[src/rtl/bcd_pkg.sv]
// Shared definitions for the BCD-to-binary converter: state encoding,
// BCD digit constants and the iteration counter width.
package bcd_pkg;

    localparam int BCD_DIGIT_W   = 4;
    localparam int BCD_MAX_DIGIT = 9;
    localparam int ADJ_THRESHOLD = 8;
    localparam int ADJ_VALUE     = 3;

    typedef enum logic [1:0] {
        ST_IDLE   = 2'd0,
        ST_SHIFT  = 2'd1,
        ST_FINISH = 2'd2
    } bcd_state_e;

    // Wide enough to hold the full shift count 4*digits.
    function automatic int cnt_width(input int digits);
        return $clog2(BCD_DIGIT_W * digits + 1);
    endfunction

endpackage

[src/rtl/bcd_digit_adjust.sv]
// One BCD nibble of the reverse double-dabble: subtracts 3 from a nibble of
// 8 or more, and flags a nibble that is not a legal decimal digit.
module bcd_digit_adjust
    import bcd_pkg::*;
(
    input  logic [3:0] i_nib,
    output logic [3:0] o_adj,
    output logic       o_gt9
);

    // Nibble correction and illegal-digit flag
    always_comb begin
        if (i_nib >= 4'(ADJ_THRESHOLD)) begin
            o_adj = i_nib - 4'(ADJ_VALUE);
        end else begin
            o_adj = i_nib;
        end
        o_gt9 = (i_nib > 4'(BCD_MAX_DIGIT));
    end

endmodule

[src/rtl/bcd_to_decimal.sv]
// Sequential BCD-to-binary converter (reverse double-dabble) with a
// start/busy/done handshake; the result saturates at 2^W-1.
module bcd_to_decimal
    import bcd_pkg::*;
#(
    parameter int DIGITS = 5,
    parameter int W      = 16
) (
    input  logic                        clk,
    input  logic                        rst_n,
    input  logic                        start,
    input  logic [BCD_DIGIT_W*DIGITS-1:0] bcd,
    output logic                        busy,
    output logic                        done,
    output logic [W-1:0]                decimal,
    output logic                        overflow,
    output logic                        invalid
);

    localparam int BW    = BCD_DIGIT_W * DIGITS;
    localparam int CNT_W = cnt_width(DIGITS);

    bcd_state_e        r_state, w_state_nxt;
    logic [2*BW-1:0]   r_sr, w_sr_nxt, w_sr_shift, w_sr_adj;
    logic [CNT_W-1:0]  r_cnt, w_cnt_nxt;
    logic              r_busy, w_busy_nxt;
    logic              r_done, w_done_nxt;
    logic [W-1:0]      r_decimal, w_decimal_nxt;
    logic              r_overflow, w_overflow_nxt;
    logic              r_invalid, w_invalid_nxt;

    logic [DIGITS-1:0] w_gt9;
    logic [DIGITS-1:0] w_unused_gt9;
    logic [BW-1:0]     w_unused_adj;
    logic [BW-1:0]     w_bin;
    logic [BW+W-1:0]   w_bin_ext;
    logic              w_sat_ovf;
    logic [W-1:0]      w_sat_val;

    assign w_sr_shift = {1'b0, r_sr[2*BW-1:1]};
    assign w_sr_adj[BW-1:0] = w_sr_shift[BW-1:0];

    // Upper half holds the BCD digits: adjust after the shift, and before the
    // first shift the same digits are screened for illegal values.
    for (genvar g = 0; g < DIGITS; g++) begin : g_digit
        bcd_digit_adjust u_adj (
            .i_nib (w_sr_shift[BW + BCD_DIGIT_W*g +: BCD_DIGIT_W]),
            .o_adj (w_sr_adj[BW + BCD_DIGIT_W*g +: BCD_DIGIT_W]),
            .o_gt9 (w_unused_gt9[g])
        );
        bcd_digit_adjust u_chk (
            .i_nib (r_sr[BW + BCD_DIGIT_W*g +: BCD_DIGIT_W]),
            .o_adj (w_unused_adj[BCD_DIGIT_W*g +: BCD_DIGIT_W]),
            .o_gt9 (w_gt9[g])
        );
    end

    assign w_bin     = r_sr[BW-1:0];
    assign w_bin_ext = {{W{1'b0}}, w_bin};
    assign w_sat_ovf = |w_bin_ext[BW+W-1:W];
    assign w_sat_val = w_sat_ovf ? {W{1'b1}} : w_bin_ext[W-1:0];

    // Next-state and next-output logic
    always_comb begin
        w_state_nxt    = r_state;
        w_sr_nxt       = r_sr;
        w_cnt_nxt      = r_cnt;
        w_busy_nxt     = r_busy;
        w_done_nxt     = 1'b0;
        w_decimal_nxt  = r_decimal;
        w_overflow_nxt = r_overflow;
        w_invalid_nxt  = r_invalid;
        case (r_state)
            ST_IDLE, ST_FINISH: begin
                if (start) begin
                    w_sr_nxt    = {bcd, {BW{1'b0}}};
                    w_cnt_nxt   = {CNT_W{1'b0}};
                    w_busy_nxt  = 1'b1;
                    w_state_nxt = ST_SHIFT;
                end else begin
                    w_state_nxt = ST_IDLE;
                end
            end
            ST_SHIFT: begin
                if ((r_cnt == {CNT_W{1'b0}}) && (|w_gt9)) begin
                    w_state_nxt    = ST_FINISH;
                    w_busy_nxt     = 1'b0;
                    w_done_nxt     = 1'b1;
                    w_decimal_nxt  = {W{1'b0}};
                    w_overflow_nxt = 1'b0;
                    w_invalid_nxt  = 1'b1;
                end else if (r_cnt == CNT_W'(BW)) begin
                    w_state_nxt    = ST_FINISH;
                    w_busy_nxt     = 1'b0;
                    w_done_nxt     = 1'b1;
                    w_decimal_nxt  = w_sat_val;
                    w_overflow_nxt = w_sat_ovf;
                    w_invalid_nxt  = 1'b0;
                end else begin
                    w_sr_nxt  = w_sr_adj;
                    w_cnt_nxt = r_cnt + CNT_W'(1);
                end
            end
            default: begin
                w_state_nxt = ST_IDLE;
                w_busy_nxt  = 1'b0;
            end
        endcase
    end

    // State, datapath and registered outputs
    always_ff @(posedge clk or negedge rst_n) begin
        if (!rst_n) begin
            r_state    <= ST_IDLE;
            r_sr       <= {(2*BW){1'b0}};
            r_cnt      <= {CNT_W{1'b0}};
            r_busy     <= 1'b0;
            r_done     <= 1'b0;
            r_decimal  <= {W{1'b0}};
            r_overflow <= 1'b0;
            r_invalid  <= 1'b0;
        end else begin
            r_state    <= w_state_nxt;
            r_sr       <= w_sr_nxt;
            r_cnt      <= w_cnt_nxt;
            r_busy     <= w_busy_nxt;
            r_done     <= w_done_nxt;
            r_decimal  <= w_decimal_nxt;
            r_overflow <= w_overflow_nxt;
            r_invalid  <= w_invalid_nxt;
        end
    end

    assign busy     = r_busy;
    assign done     = r_done;
    assign decimal  = r_decimal;
    assign overflow = r_overflow;
    assign invalid  = r_invalid;

endmodule
[config.mk]
export PLATFORM = sky130hd
export DESIGN_NAME = bcd_to_decimal
export DESIGN_NICKNAME = d
export VERILOG_FILES = /design/src/rtl/bcd_pkg.sv /design/src/rtl/bcd_digit_adjust.sv /design/src/rtl/bcd_to_decimal.sv
export SDC_FILE = /design/constraint.sdc
export NUM_CORES = 1
export LEC_CHECK = 0
export ABC_AREA = 1
export CORE_AREA = 2 2 79 138
export DETAILED_ROUTE_END_ITERATION = 12
export DIE_AREA = 0 0 81 140
export GPL_ROUTABILITY_DRIVEN = 1
export REMOVE_ABC_BUFFERS = 1
export SYNTH_ARGS = -nofsm -noshare
export SYNTH_HDL_FRONTEND = slang
export SYNTH_HIERARCHICAL = 1
export SYNTH_SLANG_ARGS = --single-unit
[constraint.sdc]
create_clock -name clk -period 4.5 [get_ports clk]
set_clock_uncertainty 0.05 [all_clocks]
set_input_delay 1.125 -clock clk [delete_from_list [all_inputs] [get_ports clk]]
set_output_delay 1.125 -clock clk [all_outputs]
set_load 0.1 [all_outputs]
Word-level counts from Yosys, hierarchy flattened. Cells that the tools add are included.

Register bits after elaboration: 67.

Add/subtract/negate cells: 6. $lt $le $gt $ge: 10. Equality and inequality tests: 7. Mux-type cells: 30. Reduce and logical (&&, ||, !) cells: 11.

Operators with widths (count): $mux 40 (3); $pmux 40 s2 (1); $mux 16 (3); $gt 4x4->1 const B (5); $mux 4 (5); $ge 4x4->1 const B (4); $sub 4x2->4 const B (4); $mux 5 (3); $mux 1 (10); $pmux 5 s2 (1); $ne 2x2->1 const B (3); $add 5x1->5 const B (1); $eq 5x5->1 const B (1); $logic_not 5->1 (1); $reduce_or 5->1 (1); $ge 3x4->1 const B (1); $mux 2 (2); $pmux 2 s2 (1); $reduce_and 2->1 (2); $reduce_and 4->1 (1); $reduce_bool 2->1 (2); $reduce_or 4->1 (1); $sub 3x2->4 const B (1); $ne 3x3->1 const B (1); other kinds (6) (6).

Depth between registers and ports, before layout.
Word-level depth: 5. Depth in mapped cells: 12. Depth with buffers taken out: 12.

By module. The synthesis kept the hierarchy.

Modules (own cells, without submodules): bcd_to_decimal (instances 1, cells each 466, area an instance 3353.2 um^2, seq. area each 1676.6 um^2); bcd_digit_adjust (instances 10, cells each 22, area an instance 118.9 um^2, seq. area each 0.0 um^2).

Worst setup path before layout. OpenSTA, ideal clock, no wires.

Path type: register to output. From: register r_busy, in the netlist busy. To: output port busy. Arrival: 0.898 ns. Data required time: 3.325 ns. Setup slack: 2.427 ns. Cell stages (with the launch flop): 1. Buffers on the path: 0. Cells stage by stage: dfrtp_1.

RTL lines: start, declared (RTL line bcd_to_decimal.sv:26) `logic r_busy, w_busy_nxt;`; start signal, assigned (RTL line bcd_to_decimal.sv:126) `r_busy <= w_busy_nxt;`; end, declared (RTL line bcd_to_decimal.sv:13) `output logic busy,`.

No word-level cell between the ends.

Final worst setup path.
From: register r_overflow, in the netlist overflow. To: output port overflow.

RTL lines: start, declared (RTL line bcd_to_decimal.sv:29) `logic r_overflow, w_overflow_nxt;`; start signal, assigned (RTL line bcd_to_decimal.sv:129) `r_overflow <= w_overflow_nxt;`; end, declared (RTL line bcd_to_decimal.sv:16) `output logic overflow,`.

No word-level cell between the ends.

==> flow_summary.ini <==
[setup_path]
r2r_slack_ns = 1.87
cp.required_ns = 3.32
cp_num_cells = 1
crit_chain = clkdlybuf4s50_1
cp-endpoint = overflow
slowest_delay_ns = 1.13
ff2ff_path_depth = 11
worstSetupStartpointType = flop
critical-path-top-delay-family = buffers and inverters
endpoint_kind = output pin
reg2reg_from = r_sr[21]
crit_buf_inv = 1
crit_type = flop to output pin
crit_start = overflow
r2r-end = decimal[10]
crit_fanout = 2
arrival_ns = 1.82
cp_slowest_cell = clkdlybuf4s50_1

[timing]
fin_crit_sh_pct = 66.51
relSlewSlack_pct = 29.50
rsz0062_at_grt = false
slew_violations = 0
setup_viol = 0
hold_violations = 0
period_minus_slack_ns = 2.993
worst_slew_pin_slew_ns = 1.054
fmax_mhz = 334.1
tns_ns = 0

[floorplanning]
die_y_um = 140
core_mm2 = 0.01018
io_pins = 43
rows = 49
die_w_um = 81
die-area_mm2 = 0.01134
start_util_pct = 40.14

[worst_hold_path]
whs_path_depth = 2
hp-class = flop to flop

[cts]
clk_path_buf_depth = 2
cts_htree_levels = 3
cts_hold_buf = 0
cts_root_buf = clkbuf_16
post_cts_buffers = 0
ctsResizeCount = 0
clkLatencyLatePin_ns = 0.33
clkTransAtPathRegs_ns = 0.05
cts.sinks = 67
numCtsBuffers = 9
cts_tree = built

[grt]
antenna_found_initial = 0
grt_overflow = 0
grtUsageTotal_pct = 16.98
grt_pass1_vias = 3553
grt_max_degree = 51
grt_pass1_wl_mm = 15.26

[final_layout]
drive_gt1_share_pct = 4.355
fin_nets = 683
diodes = 0
area_growth_pct = 20.86
fill_cells = 1071
fin_area_mm2 = 0.004937

[drt]
wl_per_cell_um = 11.52
drt_iter0_drc = 182
antenna_left = 0
routed_via_density = 4.655
drt_pass1_iterations = 4
detail_route.drc_violations = 0
vias = 3584
routed_wl_mm = 8.874

[synth]
synthCells = 601
netlist_area_mm2 = 0.004085
syn_avg_cell_area_um2 = 6.797
ys_warn_count = 6

[place]
hpwl_mm = 5.590
place_area_mm2 = 0.004579
gp_congestion = 0.7126
port_buffers = 42

[status]
status = completed

[run]
drv_cap = 0

[pwr]
max-vdd-ir-drop_mv = 0.3999
powerDensity_mw_per_mm2 = 639.3
leakage_nw = 2.806
total_power_mw = 3.156
[placed cells by master, fill, tap and decap left out, drive strengths merged, types with 2 or more instances in the layout]
cell           count
nand2            236
dfrtp             67
bufinv             4
nor2              50
nand4              2
xor2               5
nand3             50
clkdlybuf4s50     41
inv              105
nand3b             3
clkbuf            11
a21oi             10
buf                6
ha                22
conb               6
o21ai             23
[through the flow]
stage	std cells	utilization (%)	hold WS, ns	setup slack (ns)
floorplan	580	-	0.3919	1.449
global placement	754	45.00	0.4045	1.745
detailed placement	754	45.00	0.4091	1.709
CTS	770	48.51	0.4229	1.483
global route	770	48.51	0.4413	1.467
finish	770	48.51	0.4201	1.507
[registers in the layout, indices dropped and copies added, names as in the netlist]
signal    flops
busy          1
overflow      1
decimal      16
done          1
r_sr         40
r_state       2
invalid       1
r_cnt         5
[report_power, final]
part           internal, mW  total (mW)  switching [mW]
Sequential            0.731       0.895           0.164
Combinational         0.421        1.41           0.990
Clock                 0.597       0.850           0.253
Total                  1.75        3.16            1.41
[area by class of cell]
type | count | area, um^2 | area share, %
clock buffers | 11 | 232.7 | 4.714
clock inverters | 5 | 125.1 | 2.534
repair buffers | 47 | 452.9 | 9.174
inverters | 105 | 394.1 | 7.983
flip-flops and latches | 67 | 1677 | 33.96
multi-input cells | 408 | 1897 | 38.42
well taps | 127 | 158.9 | 3.218
[per-layer routing]
metal	wire [um]	part of all wire [%]	up-vias	GRT usage, %
li1	-	-	1840	-
met1	3500	39	1668	16.67
met2	4903	55	62	32.93
met3	248	2.8	14	2.126
met4	221	2.5	0	8.653
met5	0	0	-	0
[worst min-delay path by stage]
stage / start / end / slack [ns]
after detailed placement: r_sr[5] / r_sr[5] / 0.41
after CTS: r_sr[5] / r_sr[5] / 0.42
final: r_sr[14] / r_sr[14] / 0.42
after global routing: r_sr[6] / r_sr[6] / 0.44
after global placement: r_sr[16] / r_sr[16] / 0.40
after floorplan: r_sr[0] / r_sr[0] / 0.39
[worst register-to-register path, cell delays in order (launching register included)]
cell	delay, ns
dfrtp_1	0.45
inv_1	0.13
ha_1	0.17
inv_1	0.04
nand2_1	0.05
a21oi_1	0.05
nor2_1	0.18
nand3_1	0.19
nand3_2	0.12
buf_4	0.48
inv_1	0.43
nor2_1	0.20
Note: power is estimated with default switching activity, not from simulation.
